### config.mk
export PLATFORM = sky130hd
export DESIGN_NAME = uart_rx_fifo
export DESIGN_NICKNAME = d
export VERILOG_FILES = /design/src/rtl/uart_rx_fifo.sv
export SDC_FILE = /design/constraint.sdc
export NUM_CORES = 1
export LEC_CHECK = 0
export ABC_AREA = 1
export CELL_PAD_IN_SITES_DETAIL_PLACEMENT = 0
export CELL_PAD_IN_SITES_GLOBAL_PLACEMENT = 1
export CORE_ASPECT_RATIO = 0.5
export CORE_UTILIZATION = 40
export DETAILED_ROUTE_END_ITERATION = 6
export GPL_TIMING_DRIVEN = 0
export PLACE_DENSITY = 0.75
export SLEW_MARGIN = 5
export SYNTH_ARGS = -nofsm -noshare
export SYNTH_HDL_FRONTEND = slang
export SYNTH_SLANG_ARGS = --single-unit
### constraint.sdc
create_clock -name clk -period 2.7 [get_ports clk]
set_clock_uncertainty 0.05 [all_clocks]
set_input_delay 0.405 -clock clk [delete_from_list [all_inputs] [get_ports clk]]
set_output_delay 0.405 -clock clk [all_outputs]
set_load 0.01 [all_outputs]
### src/rtl/uart_rx_fifo.sv
// uart_rx_fifo
//   Receive-side character buffer placed directly after the UART receiver.
//   Each completed character ({parity error, 8-bit data}) is captured on the
//   rising edge of rx_done and stored in a circular FIFO of 2^DEPTH_LOG2
//   entries. The host pops characters and sees level, overflow and
//   interrupt status.
//
//   Optional feature macro: UART_RX_TIMEOUT_EN
//     defined   : character-timeout counter drives timeout_irq
//     undefined : timeout_irq is tied to 0
//
// Ports
//   clk, rst_n         clock, asynchronous active-low reset
//   rx_done            receiver frame-finished level (edge detected here)
//   rx_data, pari_err  received byte and its parity-error flag
//   rd_en              host pop request
//   flush              synchronous FIFO clear
//   ovf_clr            clears the sticky overflow flag
//   irq_en, thresh     level interrupt enable and threshold
//   rd_data, rd_perr   popped character (held until the next pop)
//   rd_valid           one-cycle pulse when rd_data/rd_perr update
//   empty, full, count occupancy status (registered)
//   overflow           sticky: a character was dropped
//   rx_irq             level interrupt
//   timeout_irq        character-timeout flag
module uart_rx_fifo #(
  parameter int DEPTH_LOG2     = 4,
  parameter int TIMEOUT_CYCLES = 20000
) (
  input  logic                  clk,
  input  logic                  rst_n,
  input  logic                  rx_done,
  input  logic [7:0]            rx_data,
  input  logic                  pari_err,
  input  logic                  rd_en,
  input  logic                  flush,
  input  logic                  ovf_clr,
  input  logic                  irq_en,
  input  logic [DEPTH_LOG2:0]   thresh,
  output logic [7:0]            rd_data,
  output logic                  rd_perr,
  output logic                  rd_valid,
  output logic                  empty,
  output logic                  full,
  output logic [DEPTH_LOG2:0]   count,
  output logic                  overflow,
  output logic                  rx_irq,
  output logic                  timeout_irq
);

  localparam int                DEPTH     = 1 << DEPTH_LOG2;
  localparam logic [DEPTH_LOG2:0] DEPTH_CNT = (DEPTH_LOG2+1)'(DEPTH);

  // Elaboration-time sanity check on the configuration.
  if (DEPTH_LOG2 < 1 || TIMEOUT_CYCLES < 2) begin : g_param_check
    $error("uart_rx_fifo: DEPTH_LOG2 must be >= 1 and TIMEOUT_CYCLES >= 2");
  end

  logic [8:0]            mem [DEPTH];
  logic [DEPTH_LOG2-1:0] wr_ptr;
  logic [DEPTH_LOG2-1:0] rd_ptr;
  logic                  rx_done_d;

  logic                  wr_req;
  logic                  wr_ok;
  logic                  rd_ok;
  logic                  is_full;
  logic                  ovf_set;
  logic [DEPTH_LOG2:0]   count_next;
  logic [DEPTH_LOG2:0]   thresh_eff;

  // One write per rx_done assertion, however long the level lasts.
  assign wr_req  = rx_done & ~rx_done_d;
  assign is_full = (count == DEPTH_CNT);

  // count is checked before update, so a read on an empty FIFO is ignored
  // even if a write lands in the same cycle. flush cancels both.
  assign rd_ok   = rd_en & (count != '0) & ~flush;
  // When full, a same-cycle pop frees the slot the write needs.
  assign wr_ok   = wr_req & ~flush & (~is_full | rd_ok);
  assign ovf_set = wr_req & ~flush & is_full & ~rd_ok;

  // thresh=0 behaves as 1; thresholds above depth can never be reached.
  assign thresh_eff = (thresh == '0) ? (DEPTH_LOG2+1)'(1) : thresh;

  always_comb begin
    count_next = count;
    if (flush) begin
      count_next = '0;
    end else begin
      case ({wr_ok, rd_ok})
        2'b10:   count_next = count + 1'b1;
        2'b01:   count_next = count - 1'b1;
        default: count_next = count;
      endcase
    end
  end

  // Storage array: no reset so it can map onto block RAM.
  always_ff @(posedge clk) begin
    if (wr_ok) begin
      mem[wr_ptr] <= {pari_err, rx_data};
    end
  end

  always_ff @(posedge clk or negedge rst_n) begin
    if (!rst_n) begin
      rx_done_d <= 1'b0;
      wr_ptr    <= '0;
      rd_ptr    <= '0;
      count     <= '0;
      empty     <= 1'b1;
      full      <= 1'b0;
      overflow  <= 1'b0;
      rd_data   <= '0;
      rd_perr   <= 1'b0;
      rd_valid  <= 1'b0;
      rx_irq    <= 1'b0;
    end else begin
      rx_done_d <= rx_done;
      rd_valid  <= rd_ok;

      if (flush) begin
        wr_ptr <= '0;
        rd_ptr <= '0;
      end else begin
        if (wr_ok) wr_ptr <= wr_ptr + 1'b1;
        if (rd_ok) rd_ptr <= rd_ptr + 1'b1;
      end

      if (rd_ok) begin
        {rd_perr, rd_data} <= mem[rd_ptr];
      end

      count <= count_next;
      empty <= (count_next == '0);
      full  <= (count_next == DEPTH_CNT);

      // A new drop outranks a same-cycle clear.
      if (ovf_set)      overflow <= 1'b1;
      else if (ovf_clr) overflow <= 1'b0;

      rx_irq <= irq_en & (count_next >= thresh_eff);
    end
  end

`ifdef UART_RX_TIMEOUT_EN
  localparam int           TW       = $clog2(TIMEOUT_CYCLES) + 1;
  localparam logic [TW-1:0] TMO_LAST = TW'(TIMEOUT_CYCLES - 1);

  logic [TW-1:0] tmo_cnt;
  logic          tmo_clr;

  // Any FIFO activity, or nothing to wait for, restarts the idle count.
  assign tmo_clr = wr_ok | rd_ok | flush | (count == '0);

  always_ff @(posedge clk or negedge rst_n) begin
    if (!rst_n) begin
      tmo_cnt     <= '0;
      timeout_irq <= 1'b0;
    end else begin
      if (tmo_clr)                tmo_cnt <= '0;
      else if (tmo_cnt != TMO_LAST) tmo_cnt <= tmo_cnt + 1'b1;

      // Sticky until the host pops or flushes; a write alone does not clear it.
      if (rd_ok | flush)                          timeout_irq <= 1'b0;
      else if (!tmo_clr && tmo_cnt == TMO_LAST)   timeout_irq <= 1'b1;
    end
  end
`else
  assign timeout_irq = 1'b0;
`endif

endmodule

==> qor.yml <==
outcome: "finished with violations"
failed_checks: "DRC"
report.final.hold_viol_count: 0
cts-buffers-inserted: 17
clk_latency_ns: 0.43
seq_power_share_pct: 47.5
final_critical_path_share_of_the_clock_period_pct: 98.2
core_region_area_um2: 17500
layout.cells.non_filler: 895
firstDrtPassIters: 7
relSlewSlack_pct: 38.8
dpl-instance-area_um2: 7900
internal_power_summed_over_all_cells_uw: 4570
timing.critical_path.from_type: "primary input"
cts.sinks: 172
drv.max_cap_violation_count: 0
peakVddDrop_v: 0.000482
crit_arrival_ns: 2.65
power.switching_fraction_pct: 28.4
power.combinational.fraction_pct: 15.2
power.share.clock_pct: 37.4
clock_slew_seen_by_the_registers_of_the_worst_setup_and_hold_paths_ns: 0.07
num_io_pins: 41
netlist_instances: 587
report.final.setup_viol: 0
antenna_found_initial: 0
num_antenna_cells: 0
total_non_filler_cell_area_in_the_finished_layout_um2: 8540
ys_dominant_reg_cell: "sky130_fd_sc_hd__edfxtp_1"
grt_setup_unrepaired: "true"
tns_ns: 0
power_per_cell_area_nw_per_um2: 747
cts_tree: "built"
die_y_um: 97.0
area_delta_synth_final_pct: 18.3
vias_per_cell: 5.60
wirelength_um: 19600
asyncSetResetFlopFracSynth_pct: 16.3
route.detailed.drc: 2
fin_worst_hold_slack_ns: 0.383
timing_max_transition_violations_final: 0
grt_pass1_vias: 4795
worstHoldPathType: "primary input to flip-flop"
most_common_library_cell_in_the_layout_ignoring_fill_and_taps: "sky130_fd_sc_hd__edfxtp_1"
worstSetupPathType: "primary input to flip-flop"
critPathCaptureType: "flip-flop"
worstPathMaxFanout: 9
cp.required_ns: 2.70
tightest_slew_ns: 0.915
largest_net_degree_at_the_start_of_global_routing: 29
routabilityCongestion: 0.897
floorplan.initialDensity_pct: 41.2
grt_first_pass_wirelength_um: 29600
power_switching_uw: 1810
syn_area_per_cell_um2: 12.3
most-common-layout-cells: "sky130_fd_sc_hd__edfxtp_1, sky130_fd_sc_hd__nor2_1, sky130_fd_sc_hd__o21ai_0"
chip_width_um: 192
cellLeakagePower_uw: 0.00295
synthDominantAreaCellType: "sky130_fd_sc_hd__edfxtp_1"
layout.nets: 680
post_route_cells_drive_above_1_share_pct: 13.2
cts_htree_levels: 4
cts.path.max_buffers: 2
via_count: 5015
yosysSeqAreaShare_pct: 69.6
yosys.cell_types.count: 35
clk_root_buffer_cell: "sky130_fd_sc_hd__clkbuf_16"
syn_area_um2: 7220
synth-warning-count: 0
synth_seq_cells: 172
post-synth-top-area-fraction_pct: 59.9
placed_cells_incl_taps: 860
hpwl_um: 12800
buffer_ports.inserted: 39
total_power_uw: 6380
antenna_violating_nets_post_route: 0
synth_nets: 619
dominant_cells_by_area_after_synthesis: "sky130_fd_sc_hd__edfxtp_1, sky130_fd_sc_hd__dfrtp_1, sky130_fd_sc_hd__o21ai_0"
area_of_the_die_um2: 18600
timing.fmax_mhz: 377
grt_remaining_overflow: 0
drt_iter0_markers: 518
globalRouteTotalUtil_pct: 22.3
wl_per_cell_um: 21.9
timing.final.crit_period_ns: 2.65
synth-edff-count: 144
row_count: 34
==> cell type report <==
cell class,instances,area [um2]
Buffer,33,133
Clock buffer,17,425
Clock inverter,15,144
Fill cell,1574,8990
Inverter,33,124
Multi-Input combinational cell,349,1980
Sequential cell,172,5030
Tap cell,234,293
Timing Repair Buffer,42,409
==> cell usage after synthesis (2+ instances only) <==
library cell,instances
sky130_fd_sc_hd__nand2_2,8
sky130_fd_sc_hd__ha_1,11
sky130_fd_sc_hd__buf_2,3
sky130_fd_sc_hd__dfrtp_1,27
sky130_fd_sc_hd__edfxtp_1,144
sky130_fd_sc_hd__inv_1,30
sky130_fd_sc_hd__o21ai_0,79
sky130_fd_sc_hd__nand2_1,37
sky130_fd_sc_hd__o22ai_1,11
sky130_fd_sc_hd__o21a_1,11
sky130_fd_sc_hd__a21oi_1,6
sky130_fd_sc_hd__nor2_2,10
sky130_fd_sc_hd__inv_2,3
sky130_fd_sc_hd__nand3_4,2
sky130_fd_sc_hd__clkbuf_1,28
sky130_fd_sc_hd__o221ai_1,25
sky130_fd_sc_hd__nand3_2,3
sky130_fd_sc_hd__nand3_1,27
sky130_fd_sc_hd__nand3b_1,2
sky130_fd_sc_hd__o211ai_1,11
sky130_fd_sc_hd__nor3_1,2
sky130_fd_sc_hd__nor2_1,94
==> logic make-up after synthesis <==
family / Yosys count / share of synthesized area [%]
and+or+nand+nor: 188 / 12.0
DFF: 172 / 69.6
AOI/OAI and AO/OA: 149 / 12.8
buffers and inverters: 66 / 3.55
adders and majority gates: 11 / 1.91
other: 1 / 0.0520
==> power groups by stage <==
stage	logic [uW]	registers (uW)	clock network (uW)
after floorplan	474	3110	0
after global placement	945	3080	0
after detailed placement	955	3080	0
after CTS	961	3030	2390
after global routing	1050	3040	2510
final	969	3030	2380
==> worst max-delay path, stage by stage <==
cell and delay, ns:
sky130_fd_sc_hd__clkdlybuf4s50_1 0.47, sky130_fd_sc_hd__nand2_1 0.13, sky130_fd_sc_hd__nor2_1 0.30, sky130_fd_sc_hd__nand2_1 0.17, sky130_fd_sc_hd__inv_1 0.18, sky130_fd_sc_hd__nand2_1 0.24
sky130_fd_sc_hd__nor2_1 0.76
==> per-layer routing <==
layer | GRT usage (%) | wire length (um)
met3 | 4.57 | 1800
met5 | 0 | 0
met1 | 32.3 | 8550
met2 | 33.9 | 8930
met4 | 6.66 | 313
==> path summary, 6_finish.rpt <==
check / start / endpoint / slack, ns / cells after the start
hold / removal: rx_done / rx_done_d / 0.38 / 1
setup / recovery: rx_done / mem[4][7] / 0.05 / 7
max in group asynchronous: rst_n / count[0] / 1.61 / 2
setup reg to reg: count[2] / rx_irq / 0.07 / 17
hold reg to reg: rd_data[3] / rd_data[3] / 0.45 / 1
min in group asynchronous: rst_n / rx_irq / 0.50 / 2
==> flip-flops by register name (all words and copies together), names as in the netlist <==
signal and count:
rd_data 8, full 1, count 5, rd_ptr 4, rd_perr 1, mem 144
rx_done_d 1, rd_valid 1, overflow 1, rx_irq 1, wr_ptr 4, empty 1
==> per-stage QoR <==
step	setup WS, ns	utilization (%)
6_report	0.0479	48.7
5_1_grt	-0.149	48.7
2_1_floorplan	0.180	-
4_1_cts	-0.000646	48.5
3_5_place_dp	-0.583	45.1
3_3_place_gp	-0.548	45.1
==> repair_timing <==
item	in CTS	in global routing
setup buffers	0	2
resized for setup	9	12
endpoints found under the hold margin	27	0
endpoints found under the setup margin	28	127
pin swaps	0	0
hold buffers	1	0
(Power assumes the default switching activity.)
